--- config.mk ---
export PLATFORM = sky130hd
export DESIGN_NAME = fifo_uart_tx_flat
export DESIGN_NICKNAME = d
export VERILOG_FILES = /design/src/rtl/fifo_uart_tx_if.sv /design/src/rtl/fifo_uart_tx.sv /design/src/flat_wrapper.sv
export SDC_FILE = /design/constraint.sdc
export NUM_CORES = 1
export LEC_CHECK = 0
export CAP_MARGIN = 20
export CORE_ASPECT_RATIO = 0.7
export CORE_MARGIN = 4
export CORE_UTILIZATION = 50
export CTS_BUF_LIST = sky130_fd_sc_hd__clkbuf_8
export DETAILED_ROUTE_END_ITERATION = 8
export PLACE_DENSITY = 0.77
export SYNTH_ARGS = -nofsm -noshare
export SYNTH_HDL_FRONTEND = slang
export SYNTH_SLANG_ARGS = --single-unit
export TNS_END_PERCENT = 20
--- constraint.sdc ---
create_clock -name clk -period 2.4 [get_ports clk]
set_input_delay 0.36 -clock clk [delete_from_list [all_inputs] [get_ports clk]]
set_output_delay 0.36 -clock clk [all_outputs]
set_load 0.01 [all_outputs]
--- src/rtl/fifo_uart_tx_if.sv ---
// Signal bundle between the FIFO drain stage and its surroundings:
// FIFO read handshake, frame permission and the serial line with status.
interface fifo_uart_tx_if #(
  parameter int WIDTH = 8
);
  logic             en;
  logic             fifo_empty;
  logic [WIDTH-1:0] fifo_r_data;
  logic             rd_en;
  logic             tx;
  logic             busy;
  logic             tx_done;

  // The drain stage is the master of the FIFO read port.
  modport master (
    input  en,
    input  fifo_empty,
    input  fifo_r_data,
    output rd_en,
    output tx,
    output busy,
    output tx_done
  );

  modport slave (
    output en,
    output fifo_empty,
    output fifo_r_data,
    input  rd_en,
    input  tx,
    input  busy,
    input  tx_done
  );
endinterface

--- src/rtl/fifo_uart_tx.sv ---
// FIFO drain stage: fetches one word per frame and shifts it out as a UART
// frame (start, data LSB first, optional even parity, stop).
module fifo_uart_tx #(
  parameter int WIDTH        = 8,
  parameter int CLKS_PER_BIT = 16,
  parameter int PARITY_EN    = 0
) (
  input  logic          clk,
  input  logic          rst,
  fifo_uart_tx_if.master bus
);

  localparam int BAUD_W = (CLKS_PER_BIT > 1) ? $clog2(CLKS_PER_BIT) : 1;
  localparam int IDX_W  = (WIDTH > 1) ? $clog2(WIDTH) : 1;
  localparam logic [BAUD_W-1:0] BAUD_LAST = BAUD_W'(CLKS_PER_BIT - 1);
  localparam logic [IDX_W-1:0]  IDX_LAST  = IDX_W'(WIDTH - 1);

  typedef enum logic [2:0] {
    IDLE,
    FETCH,
    LOAD,
    START,
    DATA,
    PARITY,
    STOP
  } state_t;

  state_t            state_q, state_d;
  logic [BAUD_W-1:0] baud_q, baud_d;
  logic [IDX_W-1:0]  idx_q, idx_d;
  logic [WIDTH-1:0]  shift_q, shift_d;
  logic              parity_q, parity_d;
  logic              tx_q, tx_d;
  logic              rd_en_q, rd_en_d;
  logic              busy_q, busy_d;
  logic              tx_done_q, tx_done_d;

  logic              bit_end;
  logic [BAUD_W-1:0] baud_next;

  assign bit_end   = (baud_q == BAUD_LAST);
  assign baud_next = bit_end ? '0 : baud_q + 1'b1;

  always_comb begin
    state_d  = state_q;
    baud_d   = baud_q;
    idx_d    = idx_q;
    shift_d  = shift_q;
    parity_d = parity_q;

    case (state_q)
      IDLE: begin
        if (bus.en && !bus.fifo_empty) begin
          state_d = FETCH;
        end
      end
      FETCH: begin
        state_d = LOAD;
      end
      LOAD: begin
        shift_d  = bus.fifo_r_data;
        parity_d = ^bus.fifo_r_data;
        baud_d   = '0;
        idx_d    = '0;
        state_d  = START;
      end
      START: begin
        baud_d = baud_next;
        if (bit_end) begin
          idx_d   = '0;
          state_d = DATA;
        end
      end
      DATA: begin
        baud_d = baud_next;
        if (bit_end) begin
          shift_d = shift_q >> 1;
          idx_d   = idx_q + 1'b1;
          if (idx_q == IDX_LAST) begin
            idx_d   = '0;
            state_d = (PARITY_EN != 0) ? PARITY : STOP;
          end
        end
      end
      PARITY: begin
        baud_d = baud_next;
        if (bit_end) begin
          state_d = STOP;
        end
      end
      STOP: begin
        baud_d = baud_next;
        if (bit_end) begin
          state_d = IDLE;
        end
      end
      default: begin
        state_d = IDLE;
      end
    endcase
  end

  // Outputs are registered, so they are decoded from the state being entered.
  always_comb begin
    tx_d = 1'b1;
    case (state_d)
      START:   tx_d = 1'b0;
      DATA:    tx_d = shift_d[0];
      PARITY:  tx_d = parity_d;
      default: tx_d = 1'b1;
    endcase
    rd_en_d   = (state_d == FETCH);
    busy_d    = (state_d != IDLE);
    tx_done_d = (state_q == STOP) && (state_d == IDLE);
  end

  always_ff @(posedge clk or negedge rst) begin
    if (!rst) begin
      state_q   <= IDLE;
      baud_q    <= '0;
      idx_q     <= '0;
      shift_q   <= '0;
      parity_q  <= 1'b0;
      tx_q      <= 1'b1;
      rd_en_q   <= 1'b0;
      busy_q    <= 1'b0;
      tx_done_q <= 1'b0;
    end else begin
      state_q   <= state_d;
      baud_q    <= baud_d;
      idx_q     <= idx_d;
      shift_q   <= shift_d;
      parity_q  <= parity_d;
      tx_q      <= tx_d;
      rd_en_q   <= rd_en_d;
      busy_q    <= busy_d;
      tx_done_q <= tx_done_d;
    end
  end

  assign bus.tx      = tx_q;
  assign bus.rd_en   = rd_en_q;
  assign bus.busy    = busy_q;
  assign bus.tx_done = tx_done_q;

endmodule

--- src/flat_wrapper.sv ---
// flat-port wrapper written by rule: the top's interface ports become plain ports
module fifo_uart_tx_flat 
#(
  parameter int WIDTH        = 8,
  parameter int CLKS_PER_BIT = 16,
  parameter int PARITY_EN    = 0
)
  (clk, rst, bus_en, bus_fifo_empty, bus_fifo_r_data, bus_rd_en, bus_tx, bus_busy, bus_tx_done);
  fifo_uart_tx_if #(.WIDTH(WIDTH)) bus_i ();
  input  logic clk;
  input  logic rst;
  input wire logic [$bits(bus_i.en)-1:0] bus_en;
  input wire logic [$bits(bus_i.fifo_empty)-1:0] bus_fifo_empty;
  input wire logic [$bits(bus_i.fifo_r_data)-1:0] bus_fifo_r_data;
  output wire logic [$bits(bus_i.rd_en)-1:0] bus_rd_en;
  output wire logic [$bits(bus_i.tx)-1:0] bus_tx;
  output wire logic [$bits(bus_i.busy)-1:0] bus_busy;
  output wire logic [$bits(bus_i.tx_done)-1:0] bus_tx_done;
  assign bus_i.en = bus_en;
  assign bus_i.fifo_empty = bus_fifo_empty;
  assign bus_i.fifo_r_data = bus_fifo_r_data;
  assign bus_rd_en = bus_i.rd_en;
  assign bus_tx = bus_i.tx;
  assign bus_busy = bus_i.busy;
  assign bus_tx_done = bus_i.tx_done;
  fifo_uart_tx #(.WIDTH(WIDTH), .CLKS_PER_BIT(CLKS_PER_BIT), .PARITY_EN(PARITY_EN)) u_core (.clk(clk), .rst(rst), .bus(bus_i));
endmodule
==> results.md <==
Outcome:
- The run finished with clean final reports.

Synth:
- Yosys mapped a number of flops with a built-in enable equal to 0.
- Sorting the synthesized cells by how often they occur yields 22 x sky130_fd_sc_hd__dfrtp_1, 8 x sky130_fd_sc_hd__nand2_1, 8 x sky130_fd_sc_hd__nor2_1.
- The cell type contributing the most total cell area after synthesis is sky130_fd_sc_hd__dfrtp_1.
- The synthesized netlist net count is around 150.
- The Yosys step of the flow raised 0 warnings.
- The fraction of post-synthesis cell area in the top cell type by area is 40.7%.
- After synthesis the netlist holds a flip-flop and latch count of 23.
- After synthesis, flip-flops and latches occupy 42.7% of the total area.
- The simple-gate portion of the synthesized area is 16.1%.
- sky130_fd_sc_hd__dfrtp_1 is the most common cell in the netlist.
- A synthesized cell averages around 10 um^2.
- The synthesized netlist devotes under 10% of its cell area to XOR and XNOR gates.
- After Yosys synthesis, full adders, half adders and majority gates account for approximately 2.8% of the synthesized area.
- The distinct cell type count after synthesis is 43.
- The most used flip-flop cell after synthesis is sky130_fd_sc_hd__dfrtp_1.
- The async set or reset register ratio after synthesis is 100%.
- The synthesized netlist occupies a cell area of ~1400 um^2.
- The post-synthesis instance total is roughly 130.
- After synthesis, the cell types taking the most area are sky130_fd_sc_hd__dfrtp_1 41%, sky130_fd_sc_hd__xnor2_1 4.5%, sky130_fd_sc_hd__a22oi_1 3.9%.
- In the synthesized netlist, mux cells make up under 10% of the area.
- The largest family of logic cells by synthesized area is compound AO/OA/AOI/OAI gates.
- Summing the areas of all compound-gate instances in the mapped netlist gives roughly a quarter of the synthesized area.

Route:
- The first-pass iteration count of the detailed router is 4.
- Wire segments on met2 add up to approximately 1100 um in the final route.
- The routed length on met1 is 1430 um.
- The top layer reached by signal wires is met4.
- The post-route DRC violation count is 0.
- For this block, the initial DRC count from the detailed router was 49.
- Dividing the detail-routed wire length by the instance count gives around 15 um.
- The total via count after detailed routing is a little over 1,000.
- In the routed layout, each cell is associated on average with a via count of approximately 5.7.
- Once detail routing completed, the nets flagged for antenna violations numbered 0.
- The post-detailed-routing wire length is 2710 um.
- After detailed routing, the met3 layer carries about 130 um of wire.

Cells and area:
- The layout cell share with drive strength beyond 1 is approximately an eighth.
- The signed area change from the synthesized netlist to the final layout is 15.0%.
- The repair_antennas step left the layout with diodes totalling 0.
- Fill cells in the final layout number roughly 210.
- The net count reported at finish is 160.
- After routing the design area is between 1500 and 2000 um^2.

Timing:
- The transition time at the pin with the least slew margin is 0.755 ns.
- The headroom to the max-slew limit is between 40% and 50%.
- Hold timing on the final database bottoms out at a slack of around 0.44 ns.
- Setup total negative slack on the finished layout was measured at 0 ns.
- Across the routed clock network, the largest skew measured is between 0.003 and 0.004 ns.
- Setup repair after global routing left no endpoint under its margin.
- The max-slew violation count came to 0.
- The final number of setup-violating endpoints is 0.
- The number of hold-slack violations in the final timing report is 0.
- The final critical path time including I/O delays and setup is 1.91 ns.
- After layout, the worst path uses 79.6% of the clock period.
- The top achievable clock speed is ~0.52 GHz.
- Setup slack closes at around 0.5 ns.

Global route:
- The via count of the first global-routing pass was 957.
- The pin count of the biggest net entering global routing is 24.
- The global-route total usage across every layer is approximately 17%.
- The number of antenna violations at the first check in global routing is 0.
- The global-route wire length before repair is about 4800 um.
- Global routing finished with a remaining overflow of 0.

Run:
- The number of violations of the max-capacitance limit is 0.

Die:
- The starting density of the core is a little over half.
- The overall die area is between 3000 and 4000 um^2.
- The vertical die dimension is around 51 um.
- The top-level I/O count is 16.
- The placeable core region is between 2000 and 3000 um^2.
- The die width is 70.1 um.
- The initialized floorplan defines 15 standard-cell rows.

Critical path:
- The class of the most critical setup path is reg2reg.
- The cell family contributing the most delay on the critical path is flip-flops.
- The data required time at the worst endpoint is about 2.6 ns.
- The endpoint kind of the worst setup timing path is a flop.
- The critical path goes through nand4_2 > nor2_4 > o2bb2ai_2 > a22o_1.
- STA classifies the critical path startpoint as a flop.
- The largest single stage delay on the critical path is between 0.8 and 0.9 ns.
- The critical-path cell with the highest stage delay is sky130_fd_sc_hd__dfrtp_1.
- The highest net fanout along the worst path is 23.
- Together, buffers and inverters on the worst path number 0.
- The data arrival at the endpoint of the critical path is between 2 and 2.5 ns.

Placed design:
- The post-placement cell area is about 1500 um^2.
- The congestion estimate from routability-driven global placement came to roughly 0.86.
- The sum of net half-perimeters after detailed placement is slightly above 2000 um.
- The total of buffers placed on input and output ports is 15.
- The worst setup slack before clock tree synthesis is between 0.5 and 0.6 ns.

Clock network:
- For the worst-skew pair, the clock arrives at the later sink with an insertion delay of around 0.26 ns.
- In this run the number of H-tree levels came out at 1.
- The hold buffer count at cts is 0.
- The buffer levels on the longest clock path is 2.
- The CTS tree is done.
- The setup fix buffers added after clock tree synthesis is 0.
- The buffer cell driving the clock tree root is sky130_fd_sc_hd__clkbuf_8.
- Clock-pin slew was measured on the worst setup and hold paths at 0.08 ns.
- The number of clock buffers added by TritonCTS is 3.
- After clock tree synthesis, the repair step resized 0 gates.
- CTS saw 23 sinks.

Power:
- Power spread over the standard cell area amounts to 456 nW/um^2.
- The leakage dissipation is roughly 0.67 nW.
- Total power for the finished layout comes to 0.709 mW.
- The worst supply voltage drop on vdd is roughly 0.42 mV.

Worst hold path:
- The worst hold path belongs to the class in2async.
[stage by stage]
step / util (%) / std cells
6_report: 61.8 / 178
5_1_grt: 61.8 / 178
4_1_cts: 61.8 / 178
3_5_place_dp: 60.0 / 174
3_3_place_gp: 60.0 / 174
2_1_floorplan: - / 132
[sequential cells by signal, indices dropped and copies added, names as in the netlist]
name,count
u_core.baud_q,4
u_core.bus.busy,1
u_core.bus.rd_en,1
u_core.bus.tx,1
u_core.bus.tx_done,1
u_core.idx_q,3
u_core.parity_q,1
u_core.shift_q,8
u_core.state_q,3
[cells by family after synthesis]
kind of cell               after synthesis
AOI/OAI and AO/OA                       44
and+or+nand+nor                         37
DFF                                     23
buffers and inverters                   13
xor gates and xnor gates                 7
muxes                                    5
adders and majority gates                3
[worst paths after layout]
check / from / end / slack, ns / depth (start not counted)
max in group asynchronous: rst / u_core.bus.tx / 1.68 / 2
setup / recovery: u_core.state_q[2] / u_core.idx_q[0] / 0.49 / 4
hold reg to reg: u_core.shift_q[1] / u_core.shift_q[1] / 0.49 / 1
hold / removal: rst / u_core.parity_q / 0.44 / 2
setup reg to reg: u_core.state_q[2] / u_core.idx_q[0] / 0.49 / 4
min in group clk: u_core.shift_q[1] / u_core.shift_q[1] / 0.49 / 1
[layout make-up]
type	instances	area, um^2	share of cell area (%)
multi-input combinational	96	706	45.4
sequential	23	577	37.1
timing repair buffer	18	173	11.1
tap	34	42.5	2.74
clock buffer	3	41.3	2.66
inverter	3	11.3	0.725
clock inverter	1	3.75	0.242
[power breakdown]
group	leakage [nW]	internal [mW]	total, mW	switching, mW
clock network	0.0269	0.114	0.231	0.117
logic	0.380	0.0401	0.0698	0.0297
registers	0.266	0.401	0.409	0.00729
total	0.673	0.556	0.709	0.154
[metal layers]
metal	vias up	global-route usage, %
li1	520	-
met1	469	25.5
met2	19	24.1
met3	5	5.21
met4	0	4.78
met5	-	0
[cells in the final DEF (no fill, tap or decap), drive strengths merged, types with 2 or more instances in the layout]
cell type,netlist,layout
nand2,8,8
nor3,5,5
o21ai,7,7
a22oi,7,7
clkbuf,1,3
nand3,5,5
buf,9,3
a21o,2,2
clkdlybuf4s50,0,15
xnor2,7,7
o2bb2ai,7,7
dfrtp,22,22
a22o,5,5
a31o,2,2
mux2i,4,4
a21oi,7,7
nor2b,2,2
inv,3,4
ha,3,3
nand2b,2,2
nor2,9,9
nor3b,2,2
Power figures use the tool's default switching activity.
